<file path="src/rtl/uart_tx_arbiter.sv">
// Packet-granular round-robin arbiter sharing one uart_tx between NUM_REQ byte-stream requesters.
// A grant is held until the byte flagged last has left the transmitter, or until the owner stalls too long.
module uart_tx_arbiter #(
  parameter int NUM_REQ      = 2,
  parameter int IDLE_TIMEOUT = 1_000_000
) (
  input  logic                 clk,
  input  logic                 rst_n,
  input  logic [NUM_REQ-1:0]   req_valid,
  input  logic [8*NUM_REQ-1:0] req_data,
  input  logic [NUM_REQ-1:0]   req_last,
  output logic [NUM_REQ-1:0]   req_ready,
  output logic [NUM_REQ-1:0]   grant,
  output logic                 tx_start,
  output logic [7:0]           tx_data,
  input  logic                 tx_busy,
  output logic                 timeout_err
);

  localparam int IDX_W = $clog2(NUM_REQ);
  localparam int CNT_W = $clog2(IDLE_TIMEOUT);
  localparam logic [IDX_W-1:0] IDX_LAST = IDX_W'(NUM_REQ - 1);
  localparam logic [CNT_W-1:0] CNT_LAST = CNT_W'(IDLE_TIMEOUT - 1);

  typedef enum logic [2:0] {
    S_IDLE,
    S_FETCH,
    S_START,
    S_WAIT_HI,
    S_WAIT_LO
  } state_t;

  state_t state_q, state_d;

  logic [IDX_W-1:0]   ptr_q;
  logic [IDX_W-1:0]   g_q;
  logic [NUM_REQ-1:0] grant_q;
  logic [CNT_W-1:0]   cnt_q;
  logic               last_q;

  logic [7:0]       data_arr [NUM_REQ];
  logic             any_valid;
  logic [IDX_W-1:0] win_idx;
  logic             g_valid;
  logic [7:0]       g_data;
  logic             g_last;
  logic             accept;
  logic             timeout_hit;
  logic [IDX_W-1:0] next_ptr;

  // Unpack the flat data bus so the owner's byte can be picked by index.
  always_comb begin
    for (int i = 0; i < NUM_REQ; i++) begin
      data_arr[i] = req_data[8*i +: 8];
    end
  end

  // Rotating priority: walk downward so the last hit is the closest one at or above ptr.
  always_comb begin
    logic [IDX_W-1:0] cand;
    // NOTE: every combinational output gets a default before any branch, so no path can infer a latch.
    any_valid = 1'b0;
    win_idx   = '0;
    cand      = '0;
    for (int i = NUM_REQ - 1; i >= 0; i--) begin
      cand = IDX_W'((int'(ptr_q) + i) % NUM_REQ);
      if (req_valid[cand]) begin
        any_valid = 1'b1;
        win_idx   = cand;
      end
    end
  end

  assign g_valid     = req_valid[g_q];
  assign g_data      = data_arr[g_q];
  assign g_last      = req_last[g_q];
  assign accept      = (state_q == S_FETCH) && g_valid && !tx_busy;
  assign timeout_hit = (state_q == S_FETCH) && !accept && (cnt_q == CNT_LAST);
  assign next_ptr    = (g_q == IDX_LAST) ? '0 : g_q + 1'b1;

  // State register.
  always_ff @(posedge clk or negedge rst_n) begin
    // NOTE: sequential state uses non-blocking assignments so every flop samples pre-edge values.
    if (!rst_n) begin
      state_q <= S_IDLE;
    end else begin
      state_q <= state_d;
    end
  end

  // Next-state logic.
  always_comb begin
    state_d = state_q;
    case (state_q)
      S_IDLE: begin
        if (any_valid) state_d = S_FETCH;
      end
      S_FETCH: begin
        if (accept)           state_d = S_START;
        else if (timeout_hit) state_d = S_IDLE;
      end
      S_START: begin
        state_d = S_WAIT_HI;
      end
      S_WAIT_HI: begin
        if (tx_busy) state_d = S_WAIT_LO;
      end
      S_WAIT_LO: begin
        if (!tx_busy) state_d = last_q ? S_IDLE : S_FETCH;
      end
      default: state_d = S_IDLE;
    endcase
  end

  // Output logic: handshake and start strobe decode straight from the registered state.
  always_comb begin
    req_ready = '0;
    tx_start  = 1'b0;
    if (state_q == S_FETCH && !tx_busy) begin
      req_ready[g_q] = req_valid[g_q];
    end
    if (state_q == S_START) begin
      tx_start = 1'b1;
    end
  end

  // Grant, pointer, idle counter and byte holding register.
  always_ff @(posedge clk or negedge rst_n) begin
    if (!rst_n) begin
      ptr_q       <= '0;
      g_q         <= '0;
      grant_q     <= '0;
      cnt_q       <= '0;
      last_q      <= 1'b0;
      tx_data     <= 8'h00;
      timeout_err <= 1'b0;
    end else begin
      timeout_err <= 1'b0;
      case (state_q)
        S_IDLE: begin
          if (any_valid) begin
            g_q     <= win_idx;
            grant_q <= NUM_REQ'(1) << win_idx;
            cnt_q   <= '0;
          end
        end
        S_FETCH: begin
          if (accept) begin
            tx_data <= g_data;
            last_q  <= g_last;
          end else if (timeout_hit) begin
            grant_q     <= '0;
            timeout_err <= 1'b1;
            ptr_q       <= next_ptr;
          end else if (cnt_q != '1) begin
            // Saturating so a counter narrower than the timeout can never wrap back to zero.
            cnt_q <= cnt_q + 1'b1;
          end
        end
        S_WAIT_LO: begin
          if (!tx_busy) begin
            if (last_q) begin
              grant_q <= '0;
              ptr_q   <= next_ptr;
            end else begin
              cnt_q <= '0;
            end
          end
        end
        default: ;
      endcase
    end
  end

  assign grant = grant_q;

endmodule

</file>
<file path="config.mk">
export PLATFORM = sky130hd
export DESIGN_NAME = uart_tx_arbiter
export DESIGN_NICKNAME = d
export VERILOG_FILES = /design/src/rtl/uart_tx_arbiter.sv
export SDC_FILE = /design/constraint.sdc
export NUM_CORES = 1
export LEC_CHECK = 0
export CORE_AREA = 3 3 74 76
export DETAILED_ROUTE_END_ITERATION = 6
export DIE_AREA = 0 0 77 79
export PLACE_DENSITY = 0.83
export SYNTH_ARGS = -nofsm -noshare
export SYNTH_HDL_FRONTEND = slang
export SYNTH_SLANG_ARGS = --single-unit
export TNS_END_PERCENT = 10
</file>
<file path="constraint.sdc">
create_clock -name clk -period 2 [get_ports clk]
set_clock_uncertainty 0.05 [all_clocks]
set_input_delay 0.4 -clock clk [delete_from_list [all_inputs] [get_ports clk]]
set_output_delay 0.4 -clock clk [all_outputs]
set_load 0.05 [all_outputs]
</file>
==> flow_summary.toml <==
[worst_setup_path]
crit_slowest_cell = "or3b_4"
r2r_cells = 6
regToRegSetupSlack_ns = 0
cp_data_arrival_time_ns = 1.61
cp-endpoint = "req_ready[0]"
cp-start-kind = "flop"
cp_cell_sequence = "or3b_4 -> nor4_4 -> buf_4 -> buf_12"
r2r-end = "cnt_q[12]"
regToRegStartpoint = "state_q[2]"
crit_path_start = "state_q[2]"
crit_path_end_kind = "primary output"
crit_fanout = 5
critPathKind = "flop to primary output"
critical-path-max-stage-delay_ns = 0.45
cp_data_required_time_ns = 1.55

[drt]
drt_iter0_markers = 184
wl_met2_mm = 3.39
topRoutingLayerUsed = "met4"
met3_length_microns = 486
vias = 2457
drcViolationCount = 0
drtPass1Iterations = 4
wl_per_cell_microns = 17.1
m1WireLength_mm = 2.87
routed_wirelength_mm = 6.90
viasPerCell = 6.08
postRouteAntennaNets = 0

[timing]
tightestPinTransition_ns = 0.573
period_share_pct = 103
whs_ns = 0.0959
min_period_ns = 2.06
setup_viol = 4
fin_setup_tns_ns = -0.122
max_slew_margin_pct = 61.4
finalHoldViolCount = 0
final.setup.worst_slack_ns = -0.0589
drv_slew = 0
max_freq_mhz = 486
rsz0062_at_grt = "true"

[placed_design]
dp_slack_ns = -0.496
portBuffers = 36
place.gp.congestion = 0.979
placed_cell_area_sq_um = 3010
dp_hpwl_mm = 4.73
dp_cells = 390

[floorplan]
die_width_microns = 77
die_height_microns = 79
initial_core_util_pct = 47.8
die_area_sq_um = 6080
core-area_sq_um = 4790
placementRows = 25
ios = 37

[global_route]
grt_pass1_wl_mm = 11.2
grt_usage_pct = 23.0
grt-ovfl-total = 0
grt_pass1_vias = 2350
grt_max_degree = 38
antenna_found_initial = 0

[job]
drv_cap = 0

[clocking]
clk_pin_slew_ns = 0.08
cts_sinks = 37
htree_num_levels = 2
cts_tree = "yes"
clockBufferDepth = 2
hold_buffers = 0
clock_latency_ns = 0.30
cts_inserted_buffers = 5
clock-root-buffer = "clkbuf_8"

[power_and_ir_drop]
total_power_mw = 4.30
cellLeakagePower_nw = 1.41
irDropWorstVdd_v = 0.00106
power_density_nw_per_um2 = 1330

[final_layout]
fillers = 373
design_area_sq_um = 3240
layout_common_cells = "buf_4, dfrtp_1, clkdlybuf4s50_1, nor2_1, a21oi_1"
fin_nets = 360
area_delta_synth_final_pct = 41.6
drive_gt1_share_pct = 26.4
antennaDiodeCount = 0
instances_no_fill = 404
utilization_pct = 67.7
ff_latch_area_sq_um = 931
multi_input_area_sq_um = 1320
mostFrequentLayoutCell = "buf_4"

[logic_synthesis]
netlist_instances = 259
syn_nets = 283
synth_adder_area_share_pct = 0.547
synthFlopType = "dfrtp_1"
yosys_register_bits = 37
synthXorXnorAreaFrac_pct = 0
netlist_area_sq_um = 2290
yosys.area_share.simple_pct = 28.5
synthMuxAreaShare_pct = 6.67
async_flop_share_pct = 100
ys_types = 46
synth-edff-count = 0
synth_top_family_by_area = "simple AND/OR/NAND/NOR gates"
synth-warning-count = 0
avgSynthCellArea_sq_um = 8.84
ys_seq_area_share_pct = 40.5
synth_compound_area_share_pct = 18.1

[outcome]
violations = "negative setup slack"
outcome = "finished, violations left"

[hold_path]
hold_class = "primary input to async pin"
-- flip-flops by register name, indices dropped and copies added, names as in the netlist --
register	cells
last_q	1
g_q	1
tx_data	8
state_q	3
ptr_q	1
cnt_q	20
timeout_err	1
grant	2
-- what timing repair did --
| action | CTS | global route |
|---|---|---|
| pin swaps | 2 | 6 |
| resized for setup | 2 | 24 |
| buffers inserted | 2 | 4 |
| cloned | 0 | 0 |
| setup endpoints to repair | 17 | 31 |
-- where the power goes --
| group | internal, mW | switching, mW |
|---|---|---|
| clock | 0.241 | 0.295 |
| combinational | 1.10 | 1.49 |
| sequential | 0.969 | 0.198 |
-- layer usage --
metal  up-vias  track usage (%)
met1      1179             29.7
li1       1129                -
met5         -                0
met2       132             38.7
met4         0             7.83
met3        17             4.76
-- cell type report --
type | instances | area share, %
Multi-Input combinational cell | 198 | 40.7
Sequential cell | 37 | 28.7
Timing Repair Buffer | 87 | 24.5
Tap cell | 67 | 2.59
Clock buffer | 5 | 2.12
Inverter | 7 | 0.811
Clock inverter | 3 | 0.541
-- critical path, delay by kind of cell (launching register included) --
family        cells  cell delay, ns
simple gates      2            0.59
flops             1            0.43
buf+inv           2            0.28
-- how the worst min path moves through the flow --
stage	end	slack, ns
after detailed placement	tx_data[4]	0.43
final	ptr_q	0.1
after floorplan	cnt_q[0]	0.05
after CTS	grant[0]	0.11
after global placement	tx_data[6]	0.43
after global routing	grant[1]	0.12
-- kinds of logic (layout without fill, tap and decap cells) --
kind of cell,after synthesis,after routing
mux,14,14
fa+ha+maj,1,1
flops,37,37
compound gates,67,67
buf+inv,24,102
simple gates,116,116
-- synth_stat cells (2+ instances only) --
| master | count | area [sq um] |
|---|---|---|
| nand2_1 | 22 | 82.6 |
| nor2b_1 | 2 | 12.5 |
| clkbuf_1 | 7 | 26.3 |
| nor3_1 | 6 | 30.0 |
| nand3b_1 | 2 | 15.0 |
| a21oi_1 | 28 | 140 |
| nand3_1 | 5 | 25.0 |
| mux2i_1 | 13 | 130 |
| and3_1 | 10 | 62.6 |
| and2_1 | 4 | 25.0 |
| o21ai_1 | 2 | 10.0 |
| inv_1 | 7 | 26.3 |
| nor4_1 | 7 | 43.8 |
| o211ai_1 | 2 | 15.0 |
| nand4_1 | 9 | 56.3 |
| and4_1 | 5 | 43.8 |
| buf_6 | 3 | 33.8 |
| nor3b_1 | 2 | 15.0 |
| buf_4 | 4 | 30.0 |
| dfrtp_1 | 37 | 926 |
| buf_2 | 3 | 15.0 |
| o21ai_0 | 8 | 40.0 |
| a31oi_1 | 14 | 87.6 |
| nor2_1 | 26 | 97.6 |
| nor4b_1 | 4 | 35.0 |
| nand2b_1 | 2 | 12.5 |
| o21a_1 | 4 | 30.0 |
| or4_1 | 3 | 22.5 |
Note: power is estimated with default switching activity, not from simulation.
